==> src/rtl/serial_adc_reader.sv <==
// serial_adc_reader: CS-framed serial SAR-ADC capture engine.
// Drives a shared CSN/SCLK pair to NUM_CH converters and captures their
// SDATA lines in lockstep, one parallel word per channel per frame.
// Leading zero bits are checked and flagged, not delivered.
module serial_adc_reader #(
  parameter int unsigned DATA_W    = 12,
  parameter int unsigned LEAD_BITS = 2,
  parameter int unsigned SCLK_HALF = 1,
  parameter int unsigned QUIET     = 4,
  parameter int unsigned NUM_CH    = 1
) (
  input  logic                     clk,
  input  logic                     rstn,
  input  logic                     cont_en,
  input  logic                     start,
  output logic                     adc_csn,
  output logic                     adc_sclk,
  input  logic [NUM_CH-1:0]        adc_sdata,
  output logic                     busy,
  output logic                     adc_data_en,
  output logic [NUM_CH*DATA_W-1:0] adc_data,
  output logic [NUM_CH-1:0]        lead_err
);

  localparam int unsigned N      = LEAD_BITS + DATA_W;
  localparam int unsigned PHASES = 2 * N;
  localparam int unsigned HALF_W = (SCLK_HALF > 1) ? $clog2(SCLK_HALF) : 1;
  localparam int unsigned PH_W   = $clog2(PHASES);
  localparam int unsigned Q_W    = (QUIET > 1) ? $clog2(QUIET) : 1;

  typedef enum logic [1:0] {
    ST_IDLE   = 2'd0,
    ST_ACTIVE = 2'd1,
    ST_QUIET  = 2'd2
  } state_t;

  state_t                          state;
  logic [HALF_W-1:0]               half_cnt;
  logic [PH_W-1:0]                 phase_cnt;
  logic [Q_W-1:0]                  quiet_cnt;
  logic [NUM_CH-1:0][DATA_W-1:0]   shreg;
  logic [NUM_CH-1:0]               lead_acc;
  logic                            half_done_c;
  logic                            quiet_done_c;
  logic                            enter_active_c;

  // Frame-level decode: end of SCLK half-period, end of quiet gap, frame launch
  always_comb begin
    half_done_c    = 1'b0;
    quiet_done_c   = 1'b0;
    enter_active_c = 1'b0;
    half_done_c    = (half_cnt == HALF_W'(SCLK_HALF - 1));
    quiet_done_c   = (quiet_cnt == Q_W'(QUIET - 1));
    enter_active_c = ((state == ST_IDLE) && (cont_en || start)) ||
                     ((state == ST_QUIET) && quiet_done_c && cont_en);
  end

  // Capture FSM: SCLK generation, sampling on SCLK fall, delivery on frame end
  always_ff @(posedge clk or negedge rstn) begin
    if (!rstn) begin
      state       <= ST_IDLE;
      adc_csn     <= 1'b1;
      adc_sclk    <= 1'b1;
      busy        <= 1'b0;
      adc_data_en <= 1'b0;
      adc_data    <= '0;
      lead_err    <= '0;
      half_cnt    <= '0;
      phase_cnt   <= '0;
      quiet_cnt   <= '0;
      shreg       <= '0;
      lead_acc    <= '0;
    end else begin
      adc_data_en <= 1'b0;
      case (state)
        ST_IDLE: begin
          adc_csn  <= 1'b1;
          adc_sclk <= 1'b1;
        end
        ST_ACTIVE: begin
          if (half_done_c) begin
            half_cnt <= '0;
            if (phase_cnt == PH_W'(PHASES - 1)) begin
              // Last low half-period done: release the bus and deliver
              state       <= ST_QUIET;
              adc_csn     <= 1'b1;
              adc_sclk    <= 1'b1;
              phase_cnt   <= '0;
              quiet_cnt   <= '0;
              adc_data    <= shreg;
              lead_err    <= lead_acc;
              adc_data_en <= 1'b1;
            end else begin
              phase_cnt <= phase_cnt + PH_W'(1);
              adc_sclk  <= ~adc_sclk;
              if (adc_sclk) begin
                // Falling SCLK edge: even phases index the frame bit
                if (phase_cnt < PH_W'(2 * LEAD_BITS)) begin
                  lead_acc <= lead_acc | adc_sdata;
                end else begin
                  for (int c = 0; c < NUM_CH; c++) begin
                    shreg[c] <= (shreg[c] << 1) | DATA_W'(adc_sdata[c]);
                  end
                end
              end
            end
          end else begin
            half_cnt <= half_cnt + HALF_W'(1);
          end
        end
        ST_QUIET: begin
          if (quiet_done_c) begin
            quiet_cnt <= '0;
            if (!cont_en) begin
              state <= ST_IDLE;
              busy  <= 1'b0;
            end
          end else begin
            quiet_cnt <= quiet_cnt + Q_W'(1);
          end
        end
        default: begin
          state   <= ST_IDLE;
          adc_csn <= 1'b1;
          busy    <= 1'b0;
        end
      endcase

      // Launch a frame: fresh counters, shift registers and accumulators
      if (enter_active_c) begin
        state     <= ST_ACTIVE;
        adc_csn   <= 1'b0;
        adc_sclk  <= 1'b1;
        busy      <= 1'b1;
        half_cnt  <= '0;
        phase_cnt <= '0;
        quiet_cnt <= '0;
        shreg     <= '0;
        lead_acc  <= '0;
      end
    end
  end

endmodule

==> config.mk <==
export PLATFORM = sky130hd
export DESIGN_NAME = serial_adc_reader
export DESIGN_NICKNAME = d
export VERILOG_FILES = /design/src/rtl/serial_adc_reader.sv
export SDC_FILE = /design/constraint.sdc
export NUM_CORES = 1
export LEC_CHECK = 0
export BUFFER_PORTS_ARGS = -buffer_cell sky130_fd_sc_hd__clkbuf_2
export CORE_ASPECT_RATIO = 0.7
export CORE_UTILIZATION = 57
export DETAILED_ROUTE_END_ITERATION = 10
export PLACE_DENSITY = 0.79
export SYNTH_ARGS = -nofsm -noshare
export SYNTH_HDL_FRONTEND = slang
export SYNTH_SLANG_ARGS = --single-unit
==> constraint.sdc <==
create_clock -name clk -period 2.1 [get_ports clk]
set_input_delay 0 -clock clk [delete_from_list [all_inputs] [get_ports clk]]
set_output_delay 0 -clock clk [all_outputs]
set_load 0.005 [all_outputs]
; Yosys cells after proc, flatten, opt, wreduce, memory -nomap -nowiden
; Index checks and enable logic that the tools add are counted.
[totals]
ff_bits = 40
inputBits = 5
elab_cells = 100
[op_classes]
reduce_logical = 21
magnitude_cmp = 1
mux = 45
eq_ne = 14
bitwise_logic = 4
n_addsub = 3
[op_table]
columns = operator, count
row1 = $mux W12, 6
row2 = $mux W1, 21
row3 = $mux W5, 4
row4 = $mux W2, 9
row5 = $reduce_and A5 Y1, 3
row6 = $ne A3 B3 Y1 const B, 4
row7 = $or A12 B1 Y12, 1
row8 = $reduce_and A3 Y1, 4
row9 = $ne A2 B2 Y1 const B, 4
row10 = $pmux W1 S2, 3
row11 = $pmux W2 S3, 1
row12 = $reduce_bool A2 Y1, 3
row13 = $reduce_bool A3 Y1, 2
row14 = $add A5 B1 Y5 const B, 1
row15 = $eq A5 B5 Y1 const B, 1
row16 = $lt A5 B3 Y1 const B, 1
row17 = $eq A2 B2 Y1 const B, 2
row18 = $ne A2 B1 Y1 const B, 2
row19 = $pmux W2 S2, 1
row20 = $reduce_and A2 Y1, 2
row21 = $logic_and A1 B1 Y1, 3
row22 = $add A2 B1 Y2 const B, 1
row23 = $eq A2 B1 Y1 const B, 1
row24 = $logic_not A2 Y1, 1
row25 = other kinds (5), 7

; Longest topological paths before layout
[depth]
ltp_word = 7
ltp_mapped = 5

; Least setup slack after synthesis
; Ideal clock, no wire load.
[synth_path]
path_kind = reg2reg
start = reg phase_cnt[0]
end = reg adc_data[0]
n_path_buf = 1
t_arrival_ps = 1439
setup_ps = 128
path_stages_with_launch = 6
required_time_ps = 1972
setup_slack_ps = 533
path_cell_list = dfrtp_1 -> ha_1 -> nand4b_2 -> nor2_4 -> buf_4 -> mux2_1
[synth_between]
elab_chain_len = 2
[synth_lines]
columns = item, line
row1 = "start, declared", 39  ; logic [PH_W-1:0] phase_cnt;
row2 = "start signal, assigned", 94  ; phase_cnt <= phase_cnt + PH_W'(1);
row3 = $eq A5 B5 Y1, 83  ; if (phase_cnt == PH_W'(PHASES - 1)) begin
row4 = $reduce_and A3 Y1 (no line), --
row5 = "end signal, assigned", 90  ; adc_data <= shreg;
row6 = "end, declared", 21  ; output logic [NUM_CH*DATA_W-1:0] adc_data,
; Every way passes these cells.
; A chain may end at the register's enable or synchronous reset.

; Final worst setup path
[layout_path]
start = reg state[1]
end = reg lead_err
[layout_between]
elab_chain_len = 2
[layout_lines]
columns = item, line
row1 = "start, declared", 37  ; state_t state;
row2 = "start signal, assigned", 61  ; state <= ST_IDLE;
row3 = "start signal, assigned", 85  ; state <= ST_QUIET;
row4 = "start signal, assigned", 115  ; state <= ST_IDLE;
row5 = $eq A2 B1 Y1, 75  ; case (state)
row6 = $reduce_and A3 Y1 (no line), --
row7 = "end signal, assigned", 91  ; lead_err <= lead_acc;
row8 = "end, declared", 22  ; output logic [NUM_CH-1:0] lead_err
; Every way passes these cells.

==> impl_metrics.json <==
{
  "cts_setup_buffers": 0,
  "cts-htree-levels": 2,
  "synth_nets": 162,
  "synth_area_sq_mm": 0.00183,
  "synthArstFlopShare": 1.00,
  "clockBufferDepth": 2,
  "critical_path_arrival_ns": 1.93,
  "grt_pass1_vias": 1288,
  "cp-start-kind": "register",
  "drt_iter0_drc": 97,
  "finalSetupTns_ns": 0,
  "synth.top_cell.area_share": 0.507,
  "worst_pin_slew_ns": 0.957,
  "syn-mean-instance-area_sq_um": 11.8,
  "fin_crit_sh": 0.834,
  "wl_per_cell_microns": 16.8,
  "placementRows": 16,
  "p_total_mw": 2.64,
  "power_frac_clock": 0.189,
  "grt_start_max_net_pins": 40,
  "dr.pass1.iters": 4,
  "root_buffer": "clkbuf_8",
  "drt-vias-per-instance": 6.17,
  "synth_seq_area_share": 0.535,
  "ys.warnings.count": 0,
  "drcViolationCount": 0,
  "dominantRegCellSynth": "dfrtp_1",
  "num-nets-final": 185,
  "clk_pin_slew_ns": 0.07,
  "drv_cap": 0,
  "ir_drop_uv": 717,
  "dp_hpwl_mm": 2.31,
  "layout_commonest_cell": "dfrtp_1",
  "synth_top_area_cell": "dfrtp_1",
  "syn_inst": 155,
  "cts_tree": "built",
  "portBuffers": 21,
  "grt_pass1_wl_mm": 6.28,
  "relSlewSlack": 0.362,
  "ys_top_cells_by_area": "dfrtp_1, mux2_1, o31ai_2, nand4_1, inv_1",
  "postRouteAntennaNets": 0,
  "rsz0062_at_grt": "no",
  "die_h_microns": 49.4,
  "synth-edff-count": 0,
  "status": "finished clean",
  "combPwrFrac": 0.365,
  "final_hold_viol_count": 0,
  "skew_ns": 0.00994,
  "layout-drive-gt1-share": 0.268,
  "netSwitchingFraction": 0.382,
  "grt_util_all_layers": 0.242,
  "pwr-share-seq": 0.446,
  "vias": 1326,
  "die-area_sq_mm": 0.00344,
  "numCtsBuffers": 5,
  "fmax_mhz": 571,
  "finalSetupViolations": 0,
  "critPathCaptureType": "register",
  "ios": 22,
  "wirelength_mm": 3.61,
  "grt_overflow": 0,
  "core-area_sq_mm": 0.00292,
  "p_switching_mw": 1.01,
  "power_density_mw_per_mm2": 1290,
  "antenna_found_initial": 0,
  "num-fill-cells": 215,
  "p_int_mw": 1.63,
  "maxSlewViolCount": 0,
  "crit_fanout": 15,
  "worstSkewPairLatency_ns": 0.30,
  "diodes": 0,
  "min_path_type": "in -> reg",
  "initial_core_util": 0.625,
  "syn2layout_area_growth_pct": 12.4,
  "critPathKind": "reg -> reg",
  "die_w_microns": 69.7,
  "cts.sinks": 39,
  "gp_congestion": 0.816,
  "synthDistinctLibCells": 44,
  "p_leak_nw": 0.941,
  "synth_seq_cells": 39,
  "mostFrequentLayoutCells": "dfrtp_1, clkbuf_2, inv_1, mux2_1, nand4_1",
  "min_period_ns": 1.75,
  "critPathRequiredTime_ns": 2.28
}
sequential cells by signal, summed over array words and instances (netlist names), 2 cells and up:
register	count
adc_data	12
quiet_cnt	2
shreg	12
state	2
phase_cnt	5
through the flow:
step / utilization / hold WS, ns / cell area (sq um) / setup WS (ns) / cells
floorplan: - / -0.296 / 1830 / 0.533 / 155
global placement: 0.667 / 0.171 / 1950 / 0.433 / 205
detailed placement: 0.667 / 0.189 / 1950 / 0.341 / 205
CTS: 0.703 / 0.0525 / 2050 / 0.326 / 215
global route: 0.703 / 0.0850 / 2050 / 0.206 / 215
finish: 0.703 / 0.0490 / 2050 / 0.349 / 215
per-layer routing:
layer,vias to the layer above,global-route usage,share of wire,wire [microns]
li1,615,-,-,-
met1,675,0.343,0.48,1750
met2,32,0.356,0.46,1650
met3,4,0.0806,0.047,168
met4,0,0.0767,0.012,43
met5,-,0,0,0
cells by family after synthesis:
group                    Yosys count  share of synthesized area
buffers and inverters             26                     0.0609
adder cells (fa/ha/maj)            2                     0.0137
AND/OR/NAND/NOR                   37                      0.133
flip-flops                        39                      0.535
AO/OA/AOI/OAI                     37                      0.172
XOR/XNOR                           1                    0.00479
multiplexers                      13                     0.0801
worst max-delay path, cell delays in order (launching register included):
cell and delay (ns):
dfrtp_1 0.50, nand2b_1 0.32, nor2_4 0.44, mux2_1 0.37
synth_stat cells (3+ instances only):
master,n
inv_1,16
dfrtp_1,37
o31ai_2,10
a31oi_1,3
clkbuf_1,5
o31ai_1,5
mux2_1,13
nand2b_1,3
nand4_1,12
nand2_1,4
o21ai_0,3
power groups by stage:
stage / sequential [mW] / combinational [mW] / clock (mW)
floorplan: 1.13 / 0.754 / 0
global placement: 1.17 / 0.913 / 0
detailed placement: 1.18 / 0.954 / 0
CTS: 1.17 / 0.963 / 0.500
global route: 1.20 / 1.06 / 0.549
finish: 1.18 / 0.966 / 0.499
area by class of cell:
class | count | area (sq um) | area share
well taps | 36 | 45.0 | 0.0219
flip-flops and latches | 39 | 978 | 0.476
inverters | 16 | 60.1 | 0.0292
repair buffers | 26 | 148 | 0.0719
clock inverters | 2 | 12.5 | 0.00609
multi-input cells | 90 | 738 | 0.359
clock buffers | 6 | 72.6 | 0.0353
path summary, 6_finish.rpt:
kind	start	to	slack (ns)	cells after the start
max	state[1]$_DFFE_PN0P_	lead_err$_DFFE_PN0P_	0.35	3
min	cont_en	state[0]$_DFFE_PN0P_	0.05	3
max reg2reg	state[1]$_DFFE_PN0P_	lead_err$_DFFE_PN0P_	0.35	3
min reg2reg	adc_data[6]$_DFFE_PN0P_	adc_data[6]$_DFFE_PN0P_	0.49	1
max in group asynchronous	rstn	state[0]$_DFFE_PN0P_	1.12	2
min in group asynchronous	rstn	adc_data[5]$_DFFE_PN0P_	0.38	2
timing repair:
action / CTS / global route
hold buffers: 2 / 0
resized for setup: 0 / 0
hold endpoints to repair: 38 / 0
Note: power is estimated with default switching activity, not from simulation.
